### config.mk
export PLATFORM = sky130hd
export DESIGN_NAME = serial_adder
export DESIGN_NICKNAME = d
export VERILOG_FILES = /design/src/rtl/serial_adder.sv
export SDC_FILE = /design/constraint.sdc
export NUM_CORES = 1
export LEC_CHECK = 0
export CORE_MARGIN = 4
export CORE_UTILIZATION = 43
export CTS_CLUSTER_DIAMETER = 40
export DETAILED_ROUTE_END_ITERATION = 6
export GPL_TIMING_DRIVEN = 0
export PLACE_DENSITY = 0.67
export RECOVER_POWER = 50
export SLEW_MARGIN = 10
export SYNTH_ARGS = -nofsm -noshare
export SYNTH_HDL_FRONTEND = slang
export SYNTH_SLANG_ARGS = --single-unit
### constraint.sdc
create_clock -name clk -period 1.7 [get_ports clk]
set_input_delay 0.51 -clock clk [delete_from_list [all_inputs] [get_ports clk]]
set_output_delay 0.51 -clock clk [all_outputs]
set_load 0.005 [all_outputs]
### src/rtl/serial_adder.sv
// serial_adder: bit-serial adder of two WIDTH-bit operands.
// One operand bit pair is consumed per clock, LSB first, using a single
// full-adder cell and a carry flop. A result is produced WIDTH edges after
// the start-accepting edge; sum and cout are registered and hold until the
// next completion. Control flows IDLE -> SHIFT (WIDTH cycles) -> DONE -> IDLE.
module serial_adder #(
    parameter int WIDTH = 8
) (
    input  logic             clk,
    input  logic             rst_n,
    input  logic             start,
    input  logic [WIDTH-1:0] a,
    input  logic [WIDTH-1:0] b,
    output logic             busy,
    output logic             done,
    output logic [WIDTH-1:0] sum,
    output logic             cout
);

    // Counter must hold WIDTH itself, so it never wraps during an operation.
    localparam int CW = $clog2(WIDTH + 1);

    typedef enum logic [1:0] {
        IDLE  = 2'b00,
        SHIFT = 2'b01,
        DONE  = 2'b10
    } state_e;

    // Full-adder sum bit.
    function automatic logic fa_sum(input logic x, input logic y, input logic c);
        return x ^ y ^ c;
    endfunction

    // Full-adder carry: majority of the three inputs.
    function automatic logic fa_carry(input logic x, input logic y, input logic c);
        return (x & y) | (x & c) | (y & c);
    endfunction

    state_e           state_q, state_d;
    logic [WIDTH-1:0] a_sh_q, a_sh_d;
    logic [WIDTH-1:0] b_sh_q, b_sh_d;
    logic [WIDTH-1:0] res_q, res_d;
    logic [WIDTH-1:0] sum_q, sum_d;
    logic             carry_q, carry_d;
    logic             cout_q, cout_d;
    logic             busy_q, busy_d;
    logic             done_q, done_d;
    logic [CW-1:0]    cnt_q, cnt_d;

    logic             bit_s;
    logic             carry_nxt_s;
    logic             last_s;

    // Next-state and datapath logic for the IDLE/SHIFT/DONE sequence.
    always_comb begin
        state_d     = state_q;
        a_sh_d      = a_sh_q;
        b_sh_d      = b_sh_q;
        res_d       = res_q;
        sum_d       = sum_q;
        carry_d     = carry_q;
        cout_d      = cout_q;
        cnt_d       = cnt_q;

        bit_s       = fa_sum(a_sh_q[0], b_sh_q[0], carry_q);
        carry_nxt_s = fa_carry(a_sh_q[0], b_sh_q[0], carry_q);
        last_s      = (cnt_q == CW'(WIDTH - 1));

        case (state_q)
            IDLE: begin
                if (start) begin
                    a_sh_d  = a;
                    b_sh_d  = b;
                    carry_d = 1'b0;
                    cnt_d   = '0;
                    state_d = SHIFT;
                end else begin
                    state_d = IDLE;
                end
            end
            SHIFT: begin
                // Result fills from the MSB so after WIDTH shifts bit 0 is the LSB.
                res_d   = {bit_s, res_q[WIDTH-1:1]};
                a_sh_d  = {1'b0, a_sh_q[WIDTH-1:1]};
                b_sh_d  = {1'b0, b_sh_q[WIDTH-1:1]};
                carry_d = carry_nxt_s;
                cnt_d   = cnt_q + CW'(1);
                if (last_s) begin
                    sum_d   = {bit_s, res_q[WIDTH-1:1]};
                    cout_d  = carry_nxt_s;
                    state_d = DONE;
                end else begin
                    state_d = SHIFT;
                end
            end
            DONE: begin
                // start is deliberately ignored here; it is seen again in IDLE.
                state_d = IDLE;
            end
            default: begin
                state_d = IDLE;
            end
        endcase

        // Status outputs are registered versions of the upcoming state.
        busy_d = (state_d == SHIFT);
        done_d = (state_d == DONE);
    end

    // State, datapath and registered outputs; async active-low reset clears all.
    always_ff @(posedge clk or negedge rst_n) begin
        if (!rst_n) begin
            state_q <= IDLE;
            a_sh_q  <= '0;
            b_sh_q  <= '0;
            res_q   <= '0;
            sum_q   <= '0;
            carry_q <= 1'b0;
            cout_q  <= 1'b0;
            cnt_q   <= '0;
            busy_q  <= 1'b0;
            done_q  <= 1'b0;
        end else begin
            state_q <= state_d;
            a_sh_q  <= a_sh_d;
            b_sh_q  <= b_sh_d;
            res_q   <= res_d;
            sum_q   <= sum_d;
            carry_q <= carry_d;
            cout_q  <= cout_d;
            cnt_q   <= cnt_d;
            busy_q  <= busy_d;
            done_q  <= done_d;
        end
    end

    assign busy = busy_q;
    assign done = done_q;
    assign sum  = sum_q;
    assign cout = cout_q;

endmodule

After elaboration in Yosys (flattened, before gate mapping)
Index checks and enable logic that the tools add are counted.
{"block": "totals", "elab_cells": 38, "output_inout_bits": 11, "register_bits": 42, "inputBits": 19}
{"block": "op_classes", "mux": 11, "n_eq_ne": 5, "n_reduce_logical": 4, "n_addsub": 1, "bitwise": 7}
{"cell": "8-bit one-hot mux with 2 select lines", "n": 2}
{"cell": "8-bit 2-to-1 mux", "n": 2}
{"cell": "4-bit one-hot mux with 2 select lines", "n": 1}
{"cell": "4-bit by 1-bit adder with 4-bit output, second input constant", "n": 1}
{"cell": "2-bit by 1-bit equality test with 1-bit output, second input constant", "n": 2}
{"cell": "4-bit by 3-bit equality test with 1-bit output, second input constant", "n": 1}
{"cell": "4-bit 2-to-1 mux", "n": 1}
{"cell": "2-bit one-hot mux with 2 select lines", "n": 1}
{"cell": "2-bit AND reduction", "n": 2}
{"cell": "1-bit AND", "n": 3}
{"cell": "2-bit equality test, second input constant", "n": 1}
{"cell": "2-bit logical NOT", "n": 1}
{"cell": "1-bit 2-to-1 mux", "n": 2}
{"cell": "2-bit 2-to-1 mux", "n": 1}
{"cell": "2-bit inequality test, second input constant", "n": 1}
{"cell": "1-bit bitwise OR", "n": 2}
{"cell": "1-bit one-hot mux with 2 select lines", "n": 1}
{"cell": "2-bit nonzero test", "n": 1}
{"cell": "1-bit XOR", "n": 2}

Longest topological paths before layout
Gate-level depths: netlist of run 1.
{"block": "depth", "ltp_word": 4, "ltp_mapped": 5, "depth_no_buf": 4}

Least setup slack after synthesis of run 1
No wires, ideal clock.
{"block": "synth_path", "path_type": "reg2reg", "startpoint": "register cnt_q[0]", "endpoint": "register cout_q (netlist: cout)", "slack_ns": 0.251, "period_less_slack_ns": 1.449, "path_stages_with_launch": 5, "t_arrival_ns": 1.324, "required_time_ns": 1.575, "setup_time_ns": 0.125, "n_path_buf": 0, "path_cell_list": "dfrtp_1 -> ha_1 -> nand2_1 -> nor3_4 -> mux2_2"}
{"block": "synth_between", "elab_chain_cells": 2}
{"element": "from (decl)", "line": "48", "source": "logic [CW-1:0] cnt_q, cnt_d;"}
{"element": "from (signal assigned)", "line": "131", "source": "cnt_q <= cnt_d;"}
{"element": "4-bit by 3-bit equality test with 1-bit output", "line": "67", "source": "last_s = (cnt_q == CW'(WIDTH - 1));"}
{"element": "2-bit AND reduction (no source line)"}
{"element": "to (signal assigned)", "line": "130", "source": "cout_q <= cout_d;"}
{"element": "to (decl)", "line": "45", "source": "logic cout_q, cout_d;"}
No other way between the ends.
A chain may end at the register's enable or synchronous reset.

Worst setup path after layout of run 1
{"block": "layout_path", "startpoint": "register sum_q[0] (netlist: sum[0])", "endpoint": "output sum[0]"}
{"element": "from (decl)", "line": "43", "source": "logic [WIDTH-1:0] sum_q, sum_d;"}
{"element": "from (signal assigned)", "line": "128", "source": "sum_q <= sum_d;"}
{"element": "to (decl)", "line": "16", "source": "output logic [WIDTH-1:0] sum,"}
No word-level cell between the ends.

==> impl_metrics.py, run 1 <==
metrics = {
    "outcome": {
        "status": "finished clean",
    },
    "global_routing": {
        "grt_pass1_wl_um": 7072,
        "grt_max_degree": 22,
        "antenna_found_initial": 0,
        "grt_pass1_vias": 1469,
        "grtUsageTotal_pct": 17.30,
        "overflow": 0,
    },
    "clock_tree": {
        "clkSinkCount": 41,
        "cts_tree": "built",
        "root_buffer": "clkbuf_8",
        "clock_path_buffers": 2,
        "hold_buffers": 0,
        "clk_latency_ns": 0.30,
        "numCtsBuffers": 5,
        "h-tree-depth": 2,
        "clk_pin_slew_worst_paths_ns": 0.08,
    },
    "yosys": {
        "avgSynthCellArea_sq_um": 10.69,
        "ys.flop_type": "dfrtp_1",
        "yosys-top-cells-count": "41 x dfrtp_1, 26 x nand2_1, 18 x a21oi_1, 18 x nor2b_1, 16 x o21ai_0",
        "synth_top_area_share_pct": 57.10,
        "synth_edf_count": 0,
        "synth_most_common_cell": "dfrtp_1",
        "synthCells": 168,
        "synth.distinct_cells": 23,
        "yosysTopAreaCell": "dfrtp_1",
        "synth.area.top_cells": "dfrtp_1 57%, nor2b_1 6.3%, a22oi_1 5.8%",
        "yosys_warnings": 0,
        "synth_nets": 189,
        "netlist_area_sq_mm": 0.001797,
        "async_flop_share_pct": 100.0,
        "ys_seq_area_share_pct": 57.10,
        "ys_seq_elements": 41,
    },
    "detailed_routing": {
        "wl_per_cell_um": 15.61,
        "dr.first_iter.drc_count": 61,
        "dr_total_vias": 1397,
        "drc_errors": 0,
        "dr.pass1.iters": 4,
        "wl_um": 4011,
        "final_antenna_net_count": 0,
        "viasPerCell": 5.436,
    },
    "finish": {
        "fillCellCount": 335,
        "drive_above_1_share_pct": 12.56,
        "utilization_pct": 58.01,
        "nets": 227,
        "multi_input_area_sq_um": 724.4,
        "stdcell_count": 257,
        "diodes": 0,
        "area_growth_syn_to_layout_pct": 30.08,
        "area.sequential_sq_mm": 0.001026,
    },
    "place": {
        "dp_hpwl_um": 2932,
        "gp_congestion": 0.7433,
        "pre_cts_slack_ns": -0.4555,
        "placed_cells": 248,
        "io_buffers": 29,
    },
    "setup_path": {
        "max_stage_delay_ns": 0.50,
        "crit_buf_inv": 1,
        "cp.arrival_ns": 1.14,
        "crit_path_cell_trace": "clkdlybuf4s50_1",
        "path_class": "reg2out",
        "cp_slowest_cell": "clkdlybuf4s50_1",
        "end_kind": "primary output",
        "critPathTopFamily": "buffers and inverters",
        "crit_required_ns": 1.19,
        "cp_max_fo": 2,
        "start_kind": "flip-flop",
    },
    "timing": {
        "clock_skew_ns": 0.006538,
        "setup_viol": 0,
        "worst_pin_slew_ns": 1.229,
        "rsz0062_at_grt": "false",
        "fmax_ghz": 0.6064,
        "layout_min_cycle_time_ns": 1.649,
        "drv_slew": 0,
        "period_share_pct": 97.00,
        "fin_ws_ns": 0.05100,
        "max_slew_margin_pct": 18.06,
        "hold_viol": 0,
    },
    "floorplan": {
        "pin_count": 30,
        "core_sq_mm": 0.004029,
        "start_util_pct": 44.60,
        "die_h_um": 72.64,
        "dieWidth_um": 72.64,
        "fp.dieArea_sq_mm": 0.005277,
        "rows": 23,
    },
    "job": {
        "cap_viol_max_count": 0,
    },
    "power_and_ir_drop": {
        "power.density_mw_per_mm2": 1716,
        "power_leakage_nw": 1.095,
        "vdd_drop_max_mv": 0.9792,
    },
    "min_path": {
        "hp-class": "in2async",
    },
}
[layer usage]
metal	track usage, %	part of all wire, %	vias up
met5	0	0	-
met4	3.689	0.32	0
met3	4.545	3.7	2
met2	28.06	51	23
met1	23.48	45	701
li1	-	-	671
[sequential cells by signal (all words and copies together), names as in the netlist, 2 cells and up]
name,flops
sum,8
res_q,7
a_sh_q,8
state_q,2
b_sh_q,8
cnt_q,4
[worst paths after layout]
kind	from	end	slack, ns	cells past startpoint
max	sum[0]$_DFFE_PN0P_	sum[0]	0.05	1
min	rst_n	sum[1]$_DFFE_PN0P_	0.45	1
max reg2reg	cnt_q[0]$_DFFE_PN0P_	sum[3]$_DFFE_PN0P_	0.14	5
min reg2reg	res_q[1]$_DFFE_PN0P_	res_q[1]$_DFFE_PN0P_	0.48	2
max in group asynchronous	rst_n	cnt_q[1]$_DFFE_PN0P_	0.52	1
min in group clk	res_q[1]$_DFFE_PN0P_	res_q[1]$_DFFE_PN0P_	0.48	2
[stage by stage]
step           hold WS (ns)  cell area (sq um)  total power, mW  TNS [ns]
2_1_floorplan        0.2144               1797            2.505         0
3_3_place_gp         0.4570               2150            3.006    -38.72
3_5_place_dp         0.4748               2172            3.121    -5.378
4_1_cts              0.1900               2306            4.052         0
5_1_grt              0.4994               2337            4.319         0
6_report             0.4523               2337            4.010         0
[repair_timing]
action                     4_1_cts  5_1_grt
resized for setup                2        5
pin swaps                        0        1
buffers inserted                 0        1
setup endpoints to repair       10       14
[logic make-up after synthesis]
logic type,synth area share (%)
AOI/OAI and AO/OA,17.97
and+or+nand+nor,14.35
DFF,57.10
buffers and inverters,2.576
muxes,6.198
adders and majority gates,1.811
[layout by cell type (no fill, tap or decap), types with 5 or more instances in the layout]
master and instances:
clkdlybuf4s50_1 22, a21oi_1 18, dlymetal6s2s_1 5, nor2b_1 18, mux2_2 9, dfrtp_1 41, a22oi_1 14, o21ai_0 16
clkbuf_1 5, nand2_1 26, clkbuf_8 5
[final cells by class]
class	count	share of cell area [%]
Tap cell	50	2.677
Clock inverter	3	2.784
Timing Repair Buffer	31	14.67
Buffer	10	2.034
Multi-Input combinational cell	117	31.00
Sequential cell	41	43.90
Clock buffer	5	2.944
[where the power goes]
group / internal [mW] / switching, mW / leakage [nW]
clock: 0.583 / 0.340 / 0.0681
sequential: 1.37 / 0.288 / 0.531
combinational: 0.710 / 0.722 / 0.496
No activity file was read; power rests on OpenSTA's default activity.
==> run 2: changes to the inputs <==
- CORE_MARGIN: 4 -> 2
- CORE_UTILIZATION: 43 -> 35
- PLACE_DENSITY: 0.67 -> unset
==> impl_metrics.py, run 2 (synthesis gave the netlist of run 1 again) <==
metrics = {
    "clock_tree": {
        "h-tree-depth": 2,
        "clkSinkCount": 41,
        "clk_pin_slew_worst_paths_ns": 0.08,
        "numCtsBuffers": 5,
        "root_buffer": "clkbuf_8",
        "cts_tree": "built",
        "clk_latency_ns": 0.28,
        "clock_path_buffers": 2,
    },
    "power_and_ir_drop": {
        "p_comb_share_pct": 36.9,
        "power_leakage_nw": 1.044,
        "pwr-share-seq_pct": 43.4,
        "vdd_drop_max_mv": 0.7068,
        "pwr-share-clk_pct": 19.7,
        "power.density_mw_per_mm2": 1651,
        "p_sw_share_pct": 34.25,
        "power.switching_mw": 1.300,
        "power_mw": 3.794,
        "internal_power_mw": 2.495,
    },
    "finish": {
        "stdcell_count": 277,
        "drive_above_1_share_pct": 12.08,
        "final_cell_mix": "41 x dfrtp_1, 26 x nand2_1, 24 x clkdlybuf4s50_1, 18 x a21oi_1, 18 x nor2b_1",
        "diodes": 0,
        "final_area_sq_mm": 0.002298,
        "fillCellCount": 492,
        "mostFrequentLayoutCell": "dfrtp_1",
        "area_growth_syn_to_layout_pct": 27.92,
        "nets": 228,
    },
    "setup_path": {
        "cp_slowest_cell": "clkdlybuf4s50_1",
        "start_kind": "flip-flop",
        "max_stage_delay_ns": 0.50,
        "cp.arrival_ns": 1.13,
        "crit_required_ns": 1.19,
        "cp_max_fo": 2,
        "rr_worst_depth": 5,
        "end_kind": "primary output",
        "crit_buf_inv": 1,
        "critPathTopFamily": "buffers and inverters",
        "crit_path_cell_trace": "clkdlybuf4s50_1",
        "path_depth": 1,
        "path_class": "reg2out",
    },
    "detailed_routing": {
        "drc_errors": 0,
        "dr_total_vias": 1344,
        "viasPerCell": 4.852,
        "final_antenna_net_count": 0,
        "wl_um": 3778,
        "dr.pass1.iters": 4,
        "dr.first_iter.drc_count": 93,
        "wl_per_cell_um": 13.64,
    },
    "timing": {
        "setup_viol": 0,
        "period_share_pct": 96.74,
        "rsz0062_at_grt": "false",
        "hold_viol": 0,
        "layout_min_cycle_time_ns": 1.645,
        "worst_pin_slew_ns": 0.7649,
        "max_slew_margin_pct": 49.01,
        "clock_skew_ns": 0.004302,
        "fmax_ghz": 0.6081,
        "drv_slew": 0,
        "fin_ws_ns": 0.05550,
    },
    "outcome": {
        "status": "finished clean",
    },
    "floorplan": {
        "dieWidth_um": 75.65,
        "die_h_um": 75.65,
        "fp.dieArea_sq_mm": 0.005723,
        "start_util_pct": 35.63,
        "pin_count": 30,
        "core_sq_mm": 0.005042,
        "rows": 26,
    },
    "global_routing": {
        "overflow": 0,
        "grt_pass1_vias": 1315,
        "antenna_found_initial": 0,
        "grt_max_degree": 32,
        "grtUsageTotal_pct": 14.82,
        "grt_pass1_wl_um": 6327,
    },
    "min_path": {
        "hp-class": "in2async",
    },
    "job": {
        "cap_viol_max_count": 0,
    },
    "place": {
        "dp_hpwl_um": 2539,
        "io_buffers": 29,
        "gp_congestion": 0.7477,
        "pre_cts_slack_ns": -0.4021,
        "placed_area_sq_mm": 0.002190,
        "placed_cells": 268,
    },
}
run 2: cell types whose count changed in the layout (fill, tap and decap cells not counted), sizes merged:
cell / delta
dlymetal6s2s: -2
bufinv: -1
clkdlybuf4s50: +2
clkbuf: +1
run 2: power groups by stage:
stage	sequential, mW	combinational, mW	clock (mW)
floorplan	1.61	0.896	0
global placement	1.66	1.38	0
detailed placement	1.66	1.42	0
CTS	1.65	1.44	0.764
global route	1.71	1.61	0.808
finish	1.65	1.40	0.747
run 2: path summary, 6_finish.rpt:
check	slack [ns]	from	end
worst max-delay path	0.06	sum[1]$_DFFE_PN0P_	sum[1]
worst min-delay path	0.22	rst_n	a_sh_q[7]$_DFFE_PN0P_
worst max register to register	0.15	cnt_q[0]$_DFFE_PN0P_	cout$_DFFE_PN0P_
worst min register to register	0.50	res_q[1]$_DFFE_PN0P_	res_q[1]$_DFFE_PN0P_
max in group asynchronous	0.31	rst_n	a_sh_q[3]$_DFFE_PN0P_
min in group clk	0.50	res_q[1]$_DFFE_PN0P_	res_q[1]$_DFFE_PN0P_
run 2: final cells by class:
class	instances	area (sq um)	share of cell area (%)
flip-flops and latches	41	1026	44.64
multi-input cells	117	724.4	31.52
repair buffers	32	310.3	13.50
well taps	70	87.58	3.811
clock buffers	5	68.82	2.994
plain buffers	10	46.29	2.014
clock inverters	2	35.03	1.524
run 2: repair_timing:
item,in CTS,in global routing
endpoints found under the setup margin,13,3
pin swaps,1,0
gates resized for setup,1,3
hold buffers,0,0
setup buffers,2,0
run 2: routing by layer:
metal | global-route usage [%] | up-vias | routed length, um
met5 | 0 | - | 0
met4 | 4.678 | 0 | 41
met3 | 3.704 | 2 | 129
met2 | 21.93 | 26 | 1716
met1 | 21.43 | 649 | 1890
li1 | - | 667 | -
run 2: per-stage QoR:
| stage | utilization (%) | hold WS (ns) | TNS, ns |
|---|---|---|---|
| final | 45.58 | 0.2205 | 0 |
| after floorplan | - | 0.2144 | 0 |
| after global routing | 45.58 | 0.2656 | 0 |
| after detailed placement | 43.42 | 0.4133 | -6.442 |
| after CTS | 45.76 | 0.1081 | 0 |
| after global placement | 43.13 | 0.4618 | -46.52 |
